<file path="config.mk">
export PLATFORM = sky130hd
export DESIGN_NAME = cv32e40px_fetch_aligner
export DESIGN_NICKNAME = d
export VERILOG_FILES = /design/src/rtl/cv32e40px_pkg.sv /design/src/rtl/cv32e40px_fetch_aligner.sv
export SDC_FILE = /design/constraint.sdc
export NUM_CORES = 1
export LEC_CHECK = 0
export CAP_MARGIN = 20
export CORE_MARGIN = 3
export CORE_UTILIZATION = 45
export CTS_BUF_LIST = sky130_fd_sc_hd__clkbuf_8
export DETAILED_ROUTE_END_ITERATION = 8
export PLACE_DENSITY = 0.83
export SYNTH_ARGS = -nofsm -noshare
export SYNTH_HDL_FRONTEND = slang
export SYNTH_SLANG_ARGS = --single-unit
</file>
<file path="constraint.sdc">
create_clock -name clk_i -period 3.6 [get_ports clk_i]
set_input_delay 0.72 -clock clk_i [delete_from_list [all_inputs] [get_ports clk_i]]
set_output_delay 0.72 -clock clk_i [all_outputs]
set_load 0.01 [all_outputs]
</file>
<file path="src/rtl/cv32e40px_pkg.sv">
// Shared types and constants for the fetch aligner.
//   align_state_e : aligner FSM states
//   OPCODE_C_MASK : low opcode bits; both set means a 32-bit instruction
package cv32e40px_pkg;

  typedef enum logic [1:0] {
    ALIGNED    = 2'd0,
    MISALIGNED = 2'd1,
    BRANCH_MIS = 2'd2
  } align_state_e;

  localparam logic [1:0] OPCODE_C_MASK = 2'b11;

  // True when a halfword starts a 16-bit compressed instruction.
  function automatic logic is_compressed(input logic [15:0] hw);
    return (hw[1:0] & OPCODE_C_MASK) != OPCODE_C_MASK;
  endfunction

endpackage

</file>
<file path="src/rtl/cv32e40px_fetch_aligner.sv">
// Fetch aligner: turns 32-bit word-aligned fetch words from the prefetch FIFO
// into one RISC-V instruction (32-bit or 16-bit compressed) per handshake,
// together with its PC. A single 16-bit residual halfword is kept so the FIFO
// head can be popped as soon as its lower half has been used.
//
// Ports
//   clk_i, rst_ni          clock, asynchronous active-low reset
//   branch_i/branch_addr_i redirect and target (bit 0 ignored)
//   fetch_valid_i          FIFO head valid
//   fetch_rdata_i          FIFO head word
//   fetch_ready_o          pop FIFO head
//   instr_valid_o          instr_o/pc_o valid
//   instr_ready_i          IF/ID accepts
//   instr_o                aligned instruction, compressed -> {16'h0, hw}
//   instr_compressed_o     instr_o is a 16-bit instruction
//   pc_o                   PC of instr_o
//
// Handshakes: a FIFO pop happens when fetch_valid_i & fetch_ready_o; an
// instruction is transferred when instr_valid_o & instr_ready_i. Neither valid
// depends on its own ready; fetch_ready_o follows instr_ready_i whenever the
// current instruction needs the FIFO head word.
module cv32e40px_fetch_aligner
  import cv32e40px_pkg::*;
#(
  parameter bit          COMPRESSED_EN = 1'b1,
  parameter logic [31:0] RESET_PC      = 32'h0
) (
  input  logic        clk_i,
  input  logic        rst_ni,
  input  logic        branch_i,
  input  logic [31:0] branch_addr_i,
  input  logic        fetch_valid_i,
  input  logic [31:0] fetch_rdata_i,
  output logic        fetch_ready_o,
  output logic        instr_valid_o,
  input  logic        instr_ready_i,
  output logic [31:0] instr_o,
  output logic        instr_compressed_o,
  output logic [31:0] pc_o
);

  align_state_e r_state;
  logic [31:0]  r_pc;
  logic [15:0]  r_residual;

  align_state_e w_next_state;
  logic [31:0]  w_next_pc;
  logic [15:0]  w_next_residual;
  logic         w_valid;
  logic         w_ready;
  logic         w_handshake;
  logic [31:0]  w_instr;
  logic [31:0]  w_target;
  logic         w_target_mis;
  logic         w_unused;

  // Bit 0 of the target is meaningless for halfword-aligned code.
  assign w_unused     = branch_addr_i[0];
  assign w_target_mis = branch_addr_i[1] & COMPRESSED_EN;
  assign w_target     = {branch_addr_i[31:2], w_target_mis, 1'b0};

  always_comb begin
    w_valid         = 1'b0;
    w_ready         = 1'b0;
    w_instr         = fetch_rdata_i;
    w_next_state    = r_state;
    w_next_pc       = r_pc;
    w_next_residual = r_residual;
    w_handshake     = 1'b0;

    case (r_state)
      ALIGNED: begin
        w_valid     = fetch_valid_i;
        w_ready     = instr_ready_i;
        w_handshake = fetch_valid_i & instr_ready_i;
        if (COMPRESSED_EN && is_compressed(fetch_rdata_i[15:0])) begin
          w_instr = {16'h0, fetch_rdata_i[15:0]};
          if (w_handshake) begin
            w_next_residual = fetch_rdata_i[31:16];
            w_next_pc       = r_pc + 32'd2;
            w_next_state    = MISALIGNED;
          end
        end else if (w_handshake) begin
          w_next_pc = r_pc + 32'd4;
        end
      end

      MISALIGNED: begin
        if (is_compressed(r_residual)) begin
          // Residual is a whole instruction: no FIFO word needed.
          w_valid     = 1'b1;
          w_instr     = {16'h0, r_residual};
          w_handshake = instr_ready_i;
          if (w_handshake) begin
            w_next_pc    = r_pc + 32'd2;
            w_next_state = ALIGNED;
          end
        end else begin
          // Straddling instruction: upper half comes from the FIFO head.
          w_valid     = fetch_valid_i;
          w_ready     = instr_ready_i;
          w_instr     = {fetch_rdata_i[15:0], r_residual};
          w_handshake = fetch_valid_i & instr_ready_i;
          if (w_handshake) begin
            w_next_residual = fetch_rdata_i[31:16];
            w_next_pc       = r_pc + 32'd4;
          end
        end
      end

      BRANCH_MIS: begin
        // Drop the lower half of the target word; keep the upper half.
        w_ready = 1'b1;
        if (fetch_valid_i) begin
          w_next_residual = fetch_rdata_i[31:16];
          w_next_state    = MISALIGNED;
        end
      end

      default: begin
        w_next_state = ALIGNED;
      end
    endcase

    if (branch_i) begin
      w_valid         = 1'b0;
      w_ready         = 1'b0;
      w_next_pc       = w_target;
      w_next_residual = 16'h0;
      w_next_state    = w_target_mis ? BRANCH_MIS : ALIGNED;
    end

    if (!rst_ni) begin
      w_valid = 1'b0;
      w_ready = 1'b0;
    end
  end

  always_ff @(posedge clk_i or negedge rst_ni) begin
    if (!rst_ni) begin
      r_state    <= ALIGNED;
      r_pc       <= RESET_PC;
      r_residual <= 16'h0;
    end else begin
      r_state    <= w_next_state;
      r_pc       <= w_next_pc;
      r_residual <= w_next_residual;
    end
  end

  assign instr_valid_o      = w_valid;
  assign fetch_ready_o      = w_ready;
  assign instr_o            = w_instr;
  assign instr_compressed_o = COMPRESSED_EN & is_compressed(w_instr[15:0]);
  assign pc_o               = r_pc;

endmodule

</file>
; After elaboration in Yosys (flattened, before gate mapping)
; Index checks and enable logic that the tools add are counted.
[totals]
regBits = 50
in_bits = 69
out_inout_bits = 67
word_cells = 57
[op_classes]
addsub = 2
n_eq_ne = 13
mux = 32
bitwise = 1
n_reduce_logical = 6
[op_table]
columns = operator, n
row1 = 32-bit two-way mux, 8
row2 = 32-bit one-hot mux with 2 select lines, 2
row3 = 16-bit two-way mux, 5
row4 = 16-bit one-hot mux with 3 select lines, 1
row5 = 32-bit by 2-bit adder with 32-bit output (second input constant), 1
row6 = 32-bit by 3-bit adder with 32-bit output (second input constant), 1
row7 = 3-bit inequality test (second input constant), 6
row8 = 2-bit two-way mux, 7
row9 = 4-bit inequality test (second input constant), 2
row10 = 1-bit two-way mux, 6
row11 = 2-bit inequality test (second input constant), 3
row12 = 2-bit one-hot mux with 3 select lines, 1
row13 = 5-bit AND reduction, 1
row14 = 4-bit AND reduction, 1
row15 = 4-bit nonzero test, 1
row16 = 1-bit one-hot mux with 3 select lines, 1
row17 = 3-bit AND reduction, 1
row18 = 3-bit nonzero test, 1
row19 = 2-bit by 1-bit == test with 1-bit output (second input constant), 1
row20 = 2-bit == test (second input constant), 1
row21 = 2-bit logical NOT, 1
row22 = 1-bit one-hot mux with 2 select lines, 1
row23 = 1-bit bitwise AND, 1

; Logic depth before layout (Yosys ltp)
; Gate-level depths: netlist of run 1.
[logic_depth]
word_depth = 5
depth_mapped = 9
mapped_depth_nobuf = 7

; Worst setup path after synthesis of run 1
; Ideal clock, no wire load.
[synth_timing]
path_type = reg-to-output
start = register r_state[0]
end = output port instr_o[17]
t_arrival_ps = 1747
required_time_ps = 2880
path_slack_ps = 1133
stages_incl_launch_ff = 8
n_path_buf = 2
cell_sequence = dfrtp_1 inv_1 ha_1 clkbuf_1 nand2_1 o21ai_1 clkbuf_1 a22o_1
[synth_between]
elab_chain_cells = 2
word_cells_on_any_way = 3
classes_between = eq/ne: 1 / mux: 1 / reduce/logical: 1
[synth_lines]
columns = item, line
row1 = "start, declared", cv32e40px_fetch_aligner.sv:42  ; align_state_e r_state;
row2 = "start signal, assigned", cv32e40px_fetch_aligner.sv:145  ; r_state <= w_next_state;
row3 = 2-bit by 1-bit == test with 1-bit output / 2-bit logical NOT (equally long branches), cv32e40px_fetch_aligner.sv:71  ; case (r_state)
row4 = 32-bit one-hot mux with 2 select lines *, cv32e40px_fetch_aligner.sv:71
row5 = "end, declared", cv32e40px_fetch_aligner.sv:37  ; output logic [31:0] instr_o,
; Every way passes the cells marked *; elsewhere a longest branch is shown, timed or not.

; Worst setup path after layout of run 1
[layout_timing]
start = register r_state[0]
end = output port instr_o[0]
; Same word-level chain as after synthesis.

==> flow_metrics.py, run 1 <==
metrics = {
    "power": {
        "pwr-share-comb_pct": 39.8,
        "seq_power_share_pct": 37.8,
        "power.internal_mw": 1.20,
        "p_leak_nw": 2.00,
        "power_density_nw_per_um2": 373,
        "swShare_pct": 34.4,
        "finalPower_mw": 1.83,
        "p_sw_uw": 631,
        "vdd_drop_max_mv": 0.235,
        "p_clk_share_pct": 22.4,
    },
    "global_routing": {
        "grt_max_degree": 60,
        "grt_overflow": 0,
        "antenna_found_initial": 0,
        "grt_first_pass_wirelength_um": 17600,
        "track_usage_pct": 24.9,
        "first_global_vias": 3605,
    },
    "worst_hold_path": {
        "holdPathStages": 2,
        "hold_start": "r_residual[8]",
        "hold_class": "reg2reg",
        "hold_path_end": "r_residual[8]",
    },
    "timing": {
        "drv_slew": 0,
        "worst_pin_slew_ns": 0.926,
        "setup_viol": 0,
        "fin_ws_ns": 0.226,
        "max_freq_ghz": 0.296,
        "fin_setup_tns_ns": 0,
        "skew_ns": 0.0107,
        "min_period_ns": 3.37,
        "rsz0062_at_grt": "no",
        "hold_viol": 0,
        "relSlewSlack_pct": 38.2,
        "period_share_pct": 93.7,
    },
    "status": {
        "status": "finished clean",
    },
    "floorplan": {
        "die_area_sq_um": 8590,
        "start_util_pct": 48.2,
        "io_pins": 136,
        "core_sq_um": 7020,
        "rows": 30,
        "dieWidth_um": 92.7,
        "fp.dieH_um": 92.7,
    },
    "detailed_routing": {
        "vias": 3701,
        "first_iter_violations": 211,
        "routed_via_density": 5.92,
        "wl_per_cell_um": 17.1,
        "ant_nets": 0,
        "drt_first_pass_iters": 4,
        "remaining_drc_errors": 0,
        "drt-total-wl_um": 10700,
    },
    "finish": {
        "diodes": 0,
        "final_net_count": 603,
        "final_common_cell": "clkdlybuf4s50_1",
        "area_growth_pct": 45.5,
        "drive_above_1_share_pct": 6.05,
        "finalInstanceArea_sq_um": 4920,
        "layoutNonFillerInstCount": 625,
        "layout_common_cells": "clkdlybuf4s50_1 (131), nand2_1 (71), dfrtp_1 (49), a22o_1 (32), o21ai_0 (27)",
    },
    "clocking": {
        "cts_made_buffers": 5,
        "root_buffer": "clkbuf_8",
        "cts_hold_buf": 0,
        "cts_tree": "built",
        "clkLatencyLatePin_ns": 0.32,
        "clk_pin_slew_ns": 0.10,
        "cts_sinks": 49,
        "cts_setup_buffers": 0,
        "h-tree-depth": 2,
        "post_cts_resized": 0,
        "cts_buffer_depth": 2,
    },
    "yosys": {
        "synth_edf_count": 0,
        "ys_seq_area_share_pct": 36.3,
        "yosys.area.top_type_share_pct": 36.3,
        "synth.area.top_cells": "dfrtp_1 (36%), a22o_1 (8.3%), nand2_1 (7.9%), o21ai_0 (4.0%), mux2i_1 (2.7%)",
        "synth_top_cell_by_area": "dfrtp_1",
        "synth_async_sr_flop_share_pct": 100,
        "synth_cell_types": 57,
        "netlist_instances": 402,
        "synth-main-ff-cell": "dfrtp_1",
        "ys_ff_latch": 49,
        "syn_nets": 477,
        "netlist_area_sq_um": 3380,
        "syn_avg_cell_area_sq_um": 8.41,
        "yosysWarningCount": 0,
    },
    "worst_setup_path": {
        "crit_arrival_ns": 2.65,
        "end_kind": "output pin",
        "setup.worst_path.start_class": "register",
        "r2r-end": "pc_o[31]",
        "r2r_start": "r_state[1]",
        "regToRegSetupSlack_ns": 0.73,
        "rr_worst_depth": 8,
        "cp_max_fo": 16,
        "worstSetupPathType": "reg2out",
        "worstPathRequired_ns": 2.88,
    },
    "place": {
        "placed_cell_area_sq_um": 4810,
        "post-place-ws_ns": 0.326,
        "port-buffer-count": 133,
        "routabilityCongestion": 0.876,
        "dp_hpwl_um": 7940,
        "dp.cells": 617,
    },
    "run": {
        "maxCapViolCount": 0,
    },
}
## cell families after synthesis
logic type,after synthesis,synth area share [%]
and+or+nand+nor,180,27.0
AOI/OAI and AO/OA,121,26.8
DFF,49,36.3
buffers and inverters,32,3.77
muxes,11,3.33
adders and majority gates,6,2.22
xor gates and xnor gates,2,0.518
other,1,0.111
## cell type report
| class | instances | area [sq um] |
|---|---|---|
| flip-flops and latches | 49 | 1230 |
| multi-input cells | 321 | 2030 |
| clock buffers | 5 | 68.8 |
| fillers | 580 | 2100 |
| well taps | 96 | 120 |
| inverters | 8 | 30.0 |
| repair buffers | 143 | 1400 |
| clock inverters | 3 | 46.3 |
## cell usage after synthesis, types with 5 or more instances
master and number:
nand2_1 71, dfrtp_1 49, a22o_1 32, o21ai_0 27, nor2_1 22, clkbuf_1 20, nand3_1 13, nor2b_1 13
a31oi_1 12, nand4_1 10, nor3_1 10, mux2i_1 9, and3_1 8, inv_1 8, a22oi_1 7, ha_1 6
nor4_1 6, o31ai_1 6, or4_1 6, a21oi_1 5
## stage by stage
stage / util, % / hold slack, ns
2_1_floorplan: - / 0.424
5_1_grt: 70.1 / 0.518
3_3_place_gp: 68.5 / 0.469
3_5_place_dp: 68.5 / 0.472
4_1_cts: 70.1 / 0.495
6_report: 70.1 / 0.491
## power groups by stage
stage	combinational [mW]	sequential (mW)	clock, mW
6_report	0.731	0.693	0.411
3_3_place_gp	0.709	0.697	0
2_1_floorplan	0.352	0.699	0
5_1_grt	0.793	0.704	0.435
3_5_place_dp	0.728	0.701	0
4_1_cts	0.731	0.691	0.416
## flip-flops by register name (all words and copies together) (netlist names)
signal,cells
r_state,2
pc_o,31
r_residual,16
## worst max-delay path, cell delays in order (launching register included)
cell             delay (ns)
dfrtp_1                0.42
inv_1                  0.11
ha_1                   0.40
nand2b_1               0.57
a22o_1                 0.26
clkdlybuf4s50_1        0.58
## how the worst max path moves through the flow
stage / start / end / slack [ns] / cells past startpoint
global route: r_state[0] / instr_o[0] / 0.03 / 5
floorplan: r_state[0] / instr_o[17] / 1.13 / 7
global placement: instr_ready_i / pc_o[27] / 0.40 / 6
finish: r_state[0] / instr_o[0] / 0.23 / 5
CTS: r_state[0] / instr_o[0] / 0.22 / 5
detailed placement: instr_ready_i / pc_o[25] / 0.33 / 6
## metal layers
metal | wire, um | share of wire, % | track usage [%] | vias to the layer above
li1 | - | - | - | 1768
met2 | 5210 | 49 | 42.2 | 150
met4 | 142 | 1.3 | 6.59 | 0
met1 | 4530 | 42 | 32.5 | 1769
met5 | 0 | 0 | 0 | -
met3 | 783 | 7.3 | 4.96 | 14
No activity file was read; power rests on OpenSTA's default activity.
==> run 2, diff against run 1 <==
- CORE_UTILIZATION: 45 -> 30
- PLACE_DENSITY: 0.83 -> default
==> flow_metrics.py, run 2 (synthesized netlist as in run 1, its figures left out) <==
metrics = {
    "clocking": {
        "h-tree-depth": 2,
        "clkLatencyLatePin_ns": 0.30,
        "cts_buffer_depth": 2,
        "cts_tree": "built",
        "post_cts_resized": 0,
        "cts_sinks": 49,
        "cts_made_buffers": 5,
        "root_buffer": "clkbuf_8",
        "clk_pin_slew_ns": 0.09,
        "cts_setup_buffers": 0,
        "cts_hold_buf": 0,
    },
    "power": {
        "p_sw_uw": 618,
        "swShare_pct": 34.5,
        "finalPower_mw": 1.79,
        "p_leak_nw": 2.02,
        "vdd_drop_max_mv": 0.152,
        "power.internal_mw": 1.17,
        "power_density_nw_per_um2": 359,
        "p_clk_share_pct": 20.6,
        "pwr-share-comb_pct": 40.6,
        "seq_power_share_pct": 38.8,
    },
    "floorplan": {
        "start_util_pct": 30.9,
        "core_sq_um": 10900,
        "io_pins": 136,
        "fp.dieH_um": 112,
        "rows": 38,
        "dieWidth_um": 112,
        "die_area_sq_um": 12600,
    },
    "place": {
        "dp_hpwl_um": 8410,
        "routabilityCongestion": 0.853,
        "dp.cells": 664,
        "port-buffer-count": 133,
        "placed_cell_area_sq_um": 4880,
    },
    "timing": {
        "hold_viol": 0,
        "fin_setup_tns_ns": 0,
        "drv_slew": 0,
        "period_share_pct": 92.5,
        "relSlewSlack_pct": 56.7,
        "min_period_ns": 3.33,
        "worst_pin_slew_ns": 0.649,
        "rsz0062_at_grt": "no",
        "skew_ns": 0.00766,
        "max_freq_ghz": 0.300,
        "setup_viol": 0,
    },
    "finish": {
        "layout_common_cells": "clkdlybuf4s50_1 (131), nand2_1 (71), dfrtp_1 (49), a22o_1 (32), o21ai_0 (27)",
        "final_net_count": 606,
        "layoutNonFillerInstCount": 672,
        "diodes": 0,
        "largest_reg_flops": 31,
        "fill_cells": 1120,
        "finalInstanceArea_sq_um": 4990,
        "final_common_cell": "clkdlybuf4s50_1",
        "area_growth_pct": 47.4,
        "drive_above_1_share_pct": 6.58,
    },
    "global_routing": {
        "grt_max_degree": 60,
        "first_global_vias": 3490,
        "antenna_found_initial": 0,
        "track_usage_pct": 16.8,
        "grt_overflow": 0,
        "grt_first_pass_wirelength_um": 17500,
    },
    "worst_setup_path": {
        "crit_arrival_ns": 2.61,
        "crit_slowest_cell": "clkdlybuf4s50_1",
        "rr_worst_depth": 8,
        "cp_max_fo": 16,
        "r2r_start": "r_state[1]",
        "max_stage_delay_ns": 0.55,
        "crit_chain": "inv_1 > ha_1 > nand2b_1 > a22o_1 > clkdlybuf4s50_1",
        "r2r-end": "pc_o[7]",
        "end_kind": "output pin",
        "regToRegSetupSlack_ns": 0.74,
        "worstSetupPathType": "reg2out",
        "cpLargestDelayFamily": "buffers and inverters",
        "crit_buf_inv": 2,
        "worstPathRequired_ns": 2.88,
        "setup.worst_path.start_class": "register",
    },
    "detailed_routing": {
        "ant_nets": 0,
        "first_iter_violations": 208,
        "drt_first_pass_iters": 4,
        "vias": 3655,
        "remaining_drc_errors": 0,
        "drt-total-wl_um": 11100,
        "wl_per_cell_um": 16.6,
        "routed_via_density": 5.44,
    },
    "worst_hold_path": {
        "hold_start": "r_residual[11]",
        "hold_path_end": "r_residual[11]",
        "hold_class": "reg2reg",
        "holdPathStages": 2,
    },
    "status": {
        "status": "finished clean",
    },
    "run": {
        "maxCapViolCount": 0,
    },
}
[run 2: cell types whose count changed in the layout (fill, tap and decap cells not counted), sizes merged]
| cell | previous run | this run |
|---|---|---|
| clkbuf | 5 | 7 |
| bufinv | 1 | 0 |
| clkinvlp | 1 | 0 |
| buf | 12 | 15 |
[run 2: cell type report]
cell class              instances  area [sq um]  share of cell area (%)
flip-flops and latches         49          1230                    24.6
multi-input cells             321          2030                    40.8
well taps                     140           175                    3.51
inverters                       8          30.0                   0.602
clock inverters                 1          5.00                   0.100
repair buffers                146          1420                    28.5
clock buffers                   7          96.3                    1.93
[run 2: metrics by stage]
step	util [%]	worst slack, ns	hold WS (ns)
2_1_floorplan	-	1.13	0.424
3_3_place_gp	44.7	0.359	0.472
3_5_place_dp	44.7	0.350	0.480
4_1_cts	45.6	0.235	0.501
5_1_grt	45.6	0.131	0.522
6_report	45.6	0.269	0.494
[run 2: worst max path at each step]
stage | depth (start not counted) | from | slack [ns] | endpoint
2_1_floorplan | 7 | r_state[0] | 1.13 | instr_o[17]
3_3_place_gp | 7 | fetch_rdata_i[0] | 0.36 | instr_o[21]
3_5_place_dp | 7 | fetch_rdata_i[0] | 0.35 | instr_o[28]
4_1_cts | 5 | r_state[1] | 0.24 | instr_o[1]
5_1_grt | 5 | r_state[1] | 0.13 | instr_o[12]
6_report | 5 | r_state[1] | 0.27 | instr_o[1]
[run 2: routing by layer]
| layer | global-route usage [%] | vias up | part of all wire [%] |
|---|---|---|---|
| li1 | - | 1777 | - |
| met1 | 22.0 | 1715 | 47 |
| met2 | 27.4 | 143 | 44 |
| met3 | 4.04 | 20 | 7.4 |
| met4 | 5.45 | 0 | 2.2 |
| met5 | 0 | - | 0 |
[run 2: power groups by stage]
stage                     Sequential, mW  Combinational, mW  Clock [mW]
after floorplan                    0.699              0.352           0
after global placement             0.701              0.717           0
after detailed placement           0.703              0.731           0
after CTS                          0.693              0.733       0.381
after global routing               0.708              0.792       0.396
final                              0.694              0.726       0.368
[run 2: worst reg2reg max path, cell delays in order, from the launching register on]
cell	delay, ns
dfrtp_1	0.41
inv_1	0.11
ha_1	0.39
buf_4	0.29
nor2_1	0.11
a31oi_1	0.38
nand2_1	0.33
or4_1	0.57
a31oi_1	0.19
==> run 3, diff against run 2 <==
- CORE_MARGIN: 3 -> default
- TNS_END_PERCENT: default -> 1
==> flow_metrics.py, run 3 (synthesized netlist as in run 1, its figures left out) <==
metrics = {
    "power": {
        "power_density_nw_per_um2": 368,
        "p_leak_nw": 2.01,
        "vdd_drop_max_mv": 0.147,
    },
    "place": {
        "port-buffer-count": 133,
        "dp_hpwl_um": 8130,
        "post-place-ws_ns": 0.338,
        "dp.cells": 663,
        "routabilityCongestion": 0.840,
    },
    "timing": {
        "drv_slew": 0,
        "relSlewSlack_pct": 55.5,
        "fin_setup_tns_ns": 0,
        "max_freq_ghz": 0.295,
        "skew_ns": 0.0163,
        "worst_pin_slew_ns": 0.667,
        "fin_ws_ns": 0.205,
        "min_period_ns": 3.40,
        "period_share_pct": 94.3,
        "setup_viol": 0,
        "hold_viol": 0,
        "rsz0062_at_grt": "no",
    },
    "worst_setup_path": {
        "end_kind": "output pin",
        "worstSetupPathType": "reg2out",
        "crit_chain": "inv_1 > ha_1 > nand2b_1 > a22o_1 > clkdlybuf4s50_1",
        "worstPathRequired_ns": 2.88,
        "r2r_start": "r_state[0]",
        "critPathLaunch": "r_state[0]",
        "cpLargestDelayFamily": "buffers and inverters",
        "crit_slowest_cell": "nand2b_1",
        "crit_arrival_ns": 2.68,
        "crit_buf_inv": 2,
        "setup.worst_path.start_class": "register",
        "cp_max_fo": 16,
        "max_stage_delay_ns": 0.60,
    },
    "finish": {
        "drive_above_1_share_pct": 6.40,
        "final_common_cell": "clkdlybuf4s50_1",
        "diodes": 0,
        "layout_common_cells": "clkdlybuf4s50_1 (131), nand2_1 (71), dfrtp_1 (49), a22o_1 (32), o21ai_0 (27)",
        "area_growth_pct": 47.6,
        "final_net_count": 605,
        "largest_reg_flops": 31,
        "layoutNonFillerInstCount": 671,
    },
    "clocking": {
        "clkLatencyLatePin_ns": 0.32,
        "post_cts_resized": 0,
        "clk_pin_slew_ns": 0.10,
        "cts_tree": "built",
        "root_buffer": "clkbuf_8",
        "cts_made_buffers": 5,
        "cts_buffer_depth": 2,
        "cts_sinks": 49,
        "cts_setup_buffers": 0,
        "cts_hold_buf": 0,
        "h-tree-depth": 2,
    },
    "floorplan": {
        "start_util_pct": 31.1,
        "rows": 38,
        "core_sq_um": 10900,
        "fp.dieH_um": 108,
        "io_pins": 136,
        "dieWidth_um": 108,
        "die_area_sq_um": 11700,
    },
    "global_routing": {
        "grt_max_degree": 60,
        "first_global_vias": 3434,
        "antenna_found_initial": 1,
        "track_usage_pct": 18.8,
        "grt_overflow": 0,
        "grt_first_pass_wirelength_um": 17300,
    },
    "run": {
        "maxCapViolCount": 0,
    },
    "detailed_routing": {
        "drt-total-wl_um": 10900,
        "drt_first_pass_iters": 4,
        "vias": 3622,
        "wl_per_cell_um": 16.3,
        "routed_via_density": 5.40,
        "ant_nets": 0,
        "remaining_drc_errors": 0,
        "first_iter_violations": 181,
    },
    "status": {
        "status": "finished clean",
    },
    "worst_hold_path": {
        "hold_start": "r_residual[3]",
        "hold_class": "reg2reg",
    },
}
==> run 3: changes by cell type in the layout (fill, tap and decap cells not counted), sizes merged <==
cell / delta
bufinv: +1
clkbuf: -2
clkinvlp: +1
buf: -1
==> run 3: routing by layer <==
layer  vias up  share of wire (%)  global-route usage (%)
met5         -              0.091                       0
met3         8                8.4                    4.52
met1      1695                 45                    23.6
met2       138                 46                    32.3
met4         2               0.54                    4.50
li1       1779                  -                       -
==> run 3: tightest hold or removal path, delay by kind of cell (launching register included) <==
kind            cells  cell delay [ns]
simple gates        1             0.05
compound gates      1             0.06
flops               1             0.36
==> run 3: path summary, 6_finish.rpt <==
| check | slack, ns | to | cells after the start |
|---|---|---|---|
| max | 0.20 | instr_o[1] | 5 |
| min | 0.50 | r_residual[3] | 2 |
| max reg2reg | 1.02 | pc_o[7] | 7 |
| min reg2reg | 0.50 | r_residual[3] | 2 |
| max in group asynchronous | 2.62 | pc_o[7] | 2 |
| min in group asynchronous | 0.54 | pc_o[11] | 2 |
==> run 3: cell type report <==
type	instances	area [sq um]
clock buffers	5	68.8
inverters	8	30.0
clock inverters	3	46.3
flip-flops and latches	49	1230
multi-input cells	321	2030
repair buffers	145	1410
well taps	140	175
fillers	1106	5900
==> run 3: power breakdown <==
part	leakage [nW]	internal, mW	total [mW]	switching (mW)
Clock	0.0543	0.208	0.418	0.210
Sequential	0.582	0.613	0.693	0.0801
Combinational	1.38	0.383	0.726	0.344
Total	2.01	1.20	1.84	0.633
==> run 3: per-stage QoR <==
step	hold WS [ns]	utilization, %	power [mW]	area, sq um
6_report	0.499	45.9	1.84	4990
5_1_grt	0.521	45.9	1.95	4990
4_1_cts	0.501	45.9	1.86	4990
3_5_place_dp	0.477	44.8	1.43	4880
3_3_place_gp	0.469	44.8	1.42	4880
2_1_floorplan	0.424	-	1.05	3380
